**src/rtl/rr_arbiter8_if.sv**
```systemverilog
// Request/grant bundle between the eight requesters and the round-robin arbiter.
interface rr_arbiter8_if;
    logic [7:0] req;
    logic [7:0] gnt;
    logic [2:0] gnt_idx;
    logic       gnt_valid;
    logic       timeout;

    modport master (
        output req,
        input  gnt,
        input  gnt_idx,
        input  gnt_valid,
        input  timeout
    );

    modport slave (
        input  req,
        output gnt,
        output gnt_idx,
        output gnt_valid,
        output timeout
    );
endinterface

```
**src/rtl/rr_arbiter8.sv**
```systemverilog
// Eight-way round-robin arbiter with registered one-hot/encoded grant and a
// per-ownership hold limit that forces release after MAX_HOLD cycles.
module rr_arbiter8 #(
    parameter int MAX_HOLD = 16,
    parameter int CNT_W    = 5
) (
    input  logic         clk,
    input  logic         rst,
    rr_arbiter8_if.slave bus
);

    typedef enum logic [0:0] {
        ST_IDLE  = 1'b0,
        ST_GRANT = 1'b1
    } state_t;

    localparam bit               HOLD_EN   = (MAX_HOLD != 0);
    localparam logic [CNT_W-1:0] HOLD_LAST = CNT_W'(MAX_HOLD - 1);
    localparam logic [CNT_W-1:0] CNT_SAT   = {CNT_W{1'b1}};

    // Returns {found, index} of the first set request searching upward from ptr.
    function automatic logic [3:0] rr_pick(input logic [7:0] req, input logic [2:0] ptr);
        logic [3:0] res;
        logic [2:0] cand;
        res = 4'b0000;
        for (int i = 7; i >= 0; i--) begin
            cand = ptr + 3'(i);
            if (req[cand]) begin
                res = {1'b1, cand};
            end else begin
                res = res;
            end
        end
        return res;
    endfunction

    state_t           r_state, w_state_nxt;
    logic [2:0]       r_ptr, w_ptr_nxt;
    logic [CNT_W-1:0] r_hold_cnt, w_hold_nxt;
    logic [7:0]       r_gnt, w_gnt_nxt;
    logic [2:0]       r_gnt_idx, w_idx_nxt;
    logic             r_gnt_valid;
    logic             r_timeout, w_timeout_nxt;
    logic [3:0]       w_pick;

    assign w_pick = rr_pick(bus.req, r_ptr);

    // Next-state and next-output logic for the IDLE/GRANT machine.
    always_comb begin
        w_state_nxt   = r_state;
        w_ptr_nxt     = r_ptr;
        w_hold_nxt    = r_hold_cnt;
        w_gnt_nxt     = r_gnt;
        w_idx_nxt     = r_gnt_idx;
        w_timeout_nxt = 1'b0;
        case (r_state)
            ST_IDLE: begin
                if (w_pick[3]) begin
                    w_state_nxt = ST_GRANT;
                    w_gnt_nxt   = 8'd1 << w_pick[2:0];
                    w_idx_nxt   = w_pick[2:0];
                    w_hold_nxt  = {CNT_W{1'b0}};
                end else begin
                    w_state_nxt = ST_IDLE;
                    w_gnt_nxt   = 8'h00;
                    w_idx_nxt   = 3'd0;
                end
            end
            ST_GRANT: begin
                // A dropped request wins over the hold limit, so timeout stays low then.
                if (!bus.req[r_gnt_idx]) begin
                    w_state_nxt = ST_IDLE;
                    w_gnt_nxt   = 8'h00;
                    w_idx_nxt   = 3'd0;
                    w_ptr_nxt   = r_gnt_idx + 3'd1;
                end else if (HOLD_EN && (r_hold_cnt == HOLD_LAST)) begin
                    w_state_nxt   = ST_IDLE;
                    w_gnt_nxt     = 8'h00;
                    w_idx_nxt     = 3'd0;
                    w_ptr_nxt     = r_gnt_idx + 3'd1;
                    w_timeout_nxt = 1'b1;
                end else if (r_hold_cnt != CNT_SAT) begin
                    w_hold_nxt = r_hold_cnt + {{(CNT_W-1){1'b0}}, 1'b1};
                end else begin
                    w_hold_nxt = r_hold_cnt;
                end
            end
            default: begin
                w_state_nxt = ST_IDLE;
                w_gnt_nxt   = 8'h00;
                w_idx_nxt   = 3'd0;
                w_hold_nxt  = {CNT_W{1'b0}};
            end
        endcase
    end

    // State and registered outputs; reset clears everything asynchronously.
    always_ff @(posedge clk or posedge rst) begin
        if (rst) begin
            r_state     <= ST_IDLE;
            r_ptr       <= 3'd0;
            r_hold_cnt  <= {CNT_W{1'b0}};
            r_gnt       <= 8'h00;
            r_gnt_idx   <= 3'd0;
            r_gnt_valid <= 1'b0;
            r_timeout   <= 1'b0;
        end else begin
            r_state     <= w_state_nxt;
            r_ptr       <= w_ptr_nxt;
            r_hold_cnt  <= w_hold_nxt;
            r_gnt       <= w_gnt_nxt;
            r_gnt_idx   <= w_idx_nxt;
            r_gnt_valid <= |w_gnt_nxt;
            r_timeout   <= w_timeout_nxt;
        end
    end

    assign bus.gnt       = r_gnt;
    assign bus.gnt_idx   = r_gnt_idx;
    assign bus.gnt_valid = r_gnt_valid;
    assign bus.timeout   = r_timeout;

endmodule

```
**src/flat_wrapper.sv**
```systemverilog
// flat-port wrapper written by rule: the top's interface ports become plain ports
module rr_arbiter8_flat 
#(
    parameter int MAX_HOLD = 16,
    parameter int CNT_W    = 5
)
  (clk, rst, bus_req, bus_gnt, bus_gnt_idx, bus_gnt_valid, bus_timeout);
  rr_arbiter8_if bus_i ();
  input  logic clk;
  input  logic rst;
  input wire logic [$bits(bus_i.req)-1:0] bus_req;
  output wire logic [$bits(bus_i.gnt)-1:0] bus_gnt;
  output wire logic [$bits(bus_i.gnt_idx)-1:0] bus_gnt_idx;
  output wire logic [$bits(bus_i.gnt_valid)-1:0] bus_gnt_valid;
  output wire logic [$bits(bus_i.timeout)-1:0] bus_timeout;
  assign bus_i.req = bus_req;
  assign bus_gnt = bus_i.gnt;
  assign bus_gnt_idx = bus_i.gnt_idx;
  assign bus_gnt_valid = bus_i.gnt_valid;
  assign bus_timeout = bus_i.timeout;
  rr_arbiter8 #(.MAX_HOLD(MAX_HOLD), .CNT_W(CNT_W)) u_core (.clk(clk), .rst(rst), .bus(bus_i));
endmodule
```
**config.mk**
```make
export PLATFORM = sky130hd
export DESIGN_NAME = rr_arbiter8_flat
export DESIGN_NICKNAME = d
export VERILOG_FILES = /design/src/rtl/rr_arbiter8_if.sv /design/src/rtl/rr_arbiter8.sv /design/src/flat_wrapper.sv
export SDC_FILE = /design/constraint.sdc
export NUM_CORES = 1
export LEC_CHECK = 0
export ABC_AREA = 1
export CAP_MARGIN = 20
export CORE_MARGIN = 2
export CORE_UTILIZATION = 30
export DETAILED_ROUTE_END_ITERATION = 6
export HOLD_SLACK_MARGIN = 0.05
export REMOVE_ABC_BUFFERS = 1
export SYNTH_ARGS = -nofsm -noshare
export SYNTH_HDL_FRONTEND = slang
export SYNTH_SLANG_ARGS = --single-unit
```
**constraint.sdc**
```tcl
create_clock -name clk -period 4.26 [get_ports clk]
set_input_delay 0.852 -clock clk [delete_from_list [all_inputs] [get_ports clk]]
set_output_delay 0.852 -clock clk [all_outputs]
set_load 0.03 [all_outputs]
```
; ---- Yosys cells after proc, flatten, opt, wreduce, memory -nomap -nowiden
; Index checks and enable logic that the tools add are counted.
[classes]
reduce_logical = 3
eq_ne = 8
magnitude_cmp = 9
muxes = 48
n_addsub = 9
shifts = 1
bitwise = 1
[op_table]
columns = operator, n
row1 = $lt 3x4->1 const B, 9
row2 = $mux 4, 8
row3 = $bmux 1 s3, 9
row4 = $mux 8, 3
row5 = $mux 5, 4
row6 = $pmux 8 s2, 1
row7 = $mux 1, 15
row8 = $mux 3, 5
row9 = $add 3x3->3 const B, 4
row10 = $pmux 5 s2, 1
row11 = $ne 2x2->1 const B, 4
row12 = $reduce_or 8->1, 1
row13 = $shl 1x3->8 const A, 1
row14 = $add 3x1->3 const B, 2
row15 = $add 3x2->3 const B, 2
row16 = $pmux 3 s2, 1
row17 = $add 5x1->5 const B, 1
row18 = $eq 5x4->1 const B, 1
row19 = $ne 5x5->1 const B, 1
row20 = $reduce_and 4->1, 1
row21 = $ne 3x3->1 const B, 1
row22 = $ne 2x1->1 const B, 1
row23 = $pmux 1 s2, 1
row24 = $reduce_and 2->1, 1
row25 = $not 1->1, 1
[totals]
reg_bits = 22
out_inout_bits = 13
word_cells = 86

; ---- Logic depth before layout (Yosys ltp)
[logic_depth]
word_depth = 15
depth_mapped = 23
mapped_depth_nobuf = 22

; ---- Worst setup path before layout
; OpenSTA, ideal clock, no wires.
[synth_path]
path_kind = register to register
start = reg u_core.r_ptr[1]
end = reg u_core.r_gnt_valid, in the netlist u_core.bus.gnt_valid
setup_ps = 119
slack_ps = 1915
arrival_time_ps = 2226
path_stages_with_launch = 21
synth_period_minus_slack_ps = 2345
required_time_ps = 4141
path_cell_list = dfrtp_1 buf_6 inv_4 ha_1 buf_2 inv_1 nand3_1 nand3_1 nand2_1 a21oi_2 o21ai_1 nand2_1 nand2_1 nand2_2 inv_2 nand3_2 nor2_1 nor2_2 nand2_1 nor2_1 nand2_1
[synth_via]
elab_chain_len = 15
word_cells_on_any_way = 35
classes_between = add/sub (7) / shift (1) / mux (26) / reduce/logical (1)
[synth_lines]
columns = element, line
row1 = from (decl), rr_arbiter8.sv:38  ; logic [2:0] r_ptr, w_ptr_nxt;
row2 = from (signal assigned), rr_arbiter8.sv:109  ; r_ptr <= w_ptr_nxt;
row3 = $add 3x3->3, rr_arbiter8.sv:27  ; cand = ptr + 3'(i);
row4 = $bmux 1 s3, rr_arbiter8.sv:28  ; if (req[cand]) begin
row5 = $mux 1 (not written as such), rr_arbiter8.sv:28
row6 = $mux 4 (7 in a row), rr_arbiter8.sv:28
row7 = $mux 4 *, rr_arbiter8.sv:28
row8 = $shl 1x3->8, rr_arbiter8.sv:60  ; w_gnt_nxt = 8'd1 << w_pick[2:0];
row9 = $mux 8 *, rr_arbiter8.sv:58  ; if (w_pick[3]) begin
row10 = $pmux 8 s2 *, rr_arbiter8.sv:56  ; case (r_state)
row11 = $reduce_or 8->1 *, rr_arbiter8.sv:113  ; r_gnt_valid <= |w_gnt_nxt;
row12 = to (signal assigned), rr_arbiter8.sv:113
row13 = to (decl), rr_arbiter8.sv:42  ; logic r_gnt_valid;
; Mark *: on every way between the ends. The rest lies on a longest branch, timed or not. The select of a mux whose other input is x is not followed.
; A chain may end at the register's enable or synchronous reset.

; ---- Worst setup path after layout
[layout_path]
start = reg u_core.r_ptr[0]
end = reg u_core.r_gnt_valid, in the netlist u_core.bus.gnt_valid
; The elaborated chain is that of the path after synthesis.

==> summary.txt <==
Outcome
  – Status: finished clean

Clock tree
  – Clk_lat worst skew: roughly 0.26 ns
  – CTS clk-pin slew, worst paths: 0.08 ns
  – CTS Hold Bufs: 0
  – CTS resizes: 0
  – CTS sink count: 22
  – Root buffer cell: clkbuf_8
  – Post-CTS setup buffer count: 0
  – CTS Buf Count: 3
  – Clk buf depth: 2
  – CTS H-Tree Depth: 1
  – CTS tree: yes

Die
  – Initial core utilization: ~30%
  – IO Pins: 23
  – Die area: 6641 µm²
  – Core Rows: 28
  – Chip height: 81.50 µm
  – Die W: approximately 81 µm
  – Area of the core: 5851 µm²

Layout
  – Share of cells above drive strength 1: 17.19%
  – Finished Cell Area: 2132 µm²
  – Most frequent cells in the layout: nand2_1, nand3_1, inv_1, clkdlybuf4s50_1, dfrtp_1
  – Area grow syn2layout: 18.33%
  – Final nets: 302
  – Most common cell after layout, fill and taps aside: nand2_1
  – Final cell count without fillers: 360
  – Antenna diodes: 0

Global routing
  – Vias in the first global route: 1625
  – Largest net degree at the start of global routing: 23
  – Total grt overflow: 0
  – Antenna violations before repair: 0
  – Tot GR Track Use: between 10% and 20%
  – First-pass GRT wire length: a little over 7 mm

Critical path
  – Number of stages on the worst setup path: 18
  – Slowest-stage cell, CP: dfrtp_1
  – Worst-path cell chain: inv_2 > ha_1 > inv_1 > nand3_1 > nand3_1 > nand2_1 > a21oi_2 > o21ai_1 > nand2_1 > nand2_1 > nand2_2 > inv_2 > nand3_2 > nor2_1 > nor2_2 > nand2_1 > nor2_1 > nand2_1
  – CP dominant cell by count: nand2_1
  – Crit path arrival time: about 3.3 ns
  – CP delay by family, top: simple AND/OR/NAND/NOR gates
  – Crit path kind: reg -> reg
  – Worst Path Required: 4.41 ns
  – Critical Path End Type: flop
  – CP peak stage delay: 0.66 ns
  – WP buf/inv: 3
  – Crit path max fanout: 13
  – Setup crit start kind: flop
  – Cells on worst reg2reg path: 18

Placement
  – Placed Cells: 356
  – HPWL after detailed placement: approximately 3.4 mm
  – Placer Congestion: slightly above 0.9
  – IO Port Bufs: 22
  – DP Area: 2077 µm²

Worst hold path
  – Hold WC Path Type: reg -> reg
  – Hold path depth: 2

STA
  – Setup_tns: 0 ns
  – Final Hold Viols: 0
  – Worst-margin pin slew: between 0.8 and 0.9 ns
  – Crit path time final: between 3 and 4 ns
  – Slew headroom: 44.12%
  – Fin crit share: about 73%
  – RSZ-0062 raised after global routing: no
  – Clock skew: between 0.002 and 0.003 ns
  – Final Slew Violations: 0
  – Final setup viols: 0
  – Maximum clock frequency: 323.4 MHz

Route
  – WL final: 4.228 mm
  – Routed via count: about 1700
  – WL/cell: approximately 12 µm
  – Initial DRC Count: 150
  – DR vias/cell: 4.819
  – Post-route ant nets: 0
  – # DRC: 0
  – First-pass DRT Iterations: 4

Yosys
  – Avg Cell Area, Syn: 6.851 µm²
  – Cell taking the most area after synthesis: dfrtp_1
  – Ys async rst share: between 90% and 100%
  – Synth cell types: 31
  – Post-Synthesis Cells: between 200 and 300
  – Post-synthesis sequential area ratio: 30.56%
  – Most used DFF post-synth: dfrtp_1
  – Ys Warns: 0
  – Post-synth EDFFs: 0
  – Synth top area share: between 30 and 40%
  – Synth top area cells: dfrtp_1, nand2_1, nand3_1
  – #FFs+latches synth: 22
  – Mapped Area: 1802 µm²

Run
  – Max Cap Viol: 0
path summary, 6_finish.rpt:
kind                                         end         startpoint  slack, ns
hold / removal                 u_core.bus.gnt[1]  u_core.bus.gnt[1]       0.53
setup / recovery            u_core.bus.gnt_valid    u_core.r_ptr[0]       1.17
setup reg to reg            u_core.bus.gnt_valid    u_core.r_ptr[0]       1.17
min in group asynchronous      u_core.bus.gnt[1]                rst       1.05
max in group asynchronous  u_core.bus.gnt_idx[1]                rst       2.69
hold reg to reg                u_core.bus.gnt[1]  u_core.bus.gnt[1]       0.53
logic make-up (layout without fill, tap and decap cells):
logic type,after synthesis,after routing,synth area share [%]
adder cells (fa/ha/maj),6,6,4.167
AND/OR/NAND/NOR,154,154,42.01
flip-flops,22,22,30.56
buffers and inverters,47,69,11.39
XOR/XNOR,4,4,1.945
AO/OA/AOI/OAI,28,28,8.820
multiplexers,2,2,1.111
synthesized netlist by cell type (6+ instances only):
cell	count
inv_2	10
nand3_1	33
nand3_2	8
nor2_1	17
o21ai_0	8
dfrtp_1	22
nand2_1	67
a21oi_1	9
nand2_2	15
ha_1	6
nor2_2	6
inv_1	31
worst register-to-register path, cell delays in order (launching register included):
cell     delay (ns)
dfrtp_1        0.66
inv_2          0.20
ha_1           0.47
inv_1          0.19
nand3_1        0.17
nand3_1        0.16
nand2_1        0.13
a21oi_2        0.19
o21ai_1        0.08
nand2_1        0.06
nand2_1        0.05
nand2_2        0.12
inv_2          0.07
nand3_2        0.08
nor2_1         0.06
nor2_2         0.09
nand2_1        0.06
nor2_1         0.10
nand2_1        0.06
final cells by class:
cell class / count / area, µm²
Multi-Input combinational cell: 194 / 1046
Inverter: 43 / 166.4
Timing Repair Buffer: 22 / 220.2
Fill cell: 630 / 3719
Tap cell: 75 / 93.84
Sequential cell: 22 / 550.5
Clock buffer: 4 / 55.05
per-stage QoR:
step           hold slack (ns)  utilization, %  setup WS (ns)
3_3_place_gp            0.5186           35.50          1.179
3_5_place_dp            0.5151           35.50          1.210
4_1_cts                 0.5391           36.44          1.179
2_1_floorplan           0.5049               -          1.749
5_1_grt                 0.5945           36.44         0.8906
6_report                0.5259           36.44          1.168
flip-flops by register name, indices dropped and copies added (netlist names):
| signal | cells |
|---|---|
| u_core.bus.gnt_valid | 1 |
| u_core.r_ptr | 3 |
| u_core.r_hold_cnt | 5 |
| u_core.bus.gnt_idx | 3 |
| u_core.bus.timeout | 1 |
| u_core.r_state | 1 |
| u_core.bus.gnt | 8 |
metal layers:
| metal | track usage [%] | routed length, µm |
|---|---|---|
| met4 | 3.559 | 55 |
| met3 | 0.8791 | 213 |
| met5 | 0 | 0 |
| met1 | 18.60 | 1961 |
| met2 | 23.28 | 1999 |
Power is left out: the tool's default activity adds up to more than one toggle a clock period on the data nets, which glitch-free logic cannot reach.
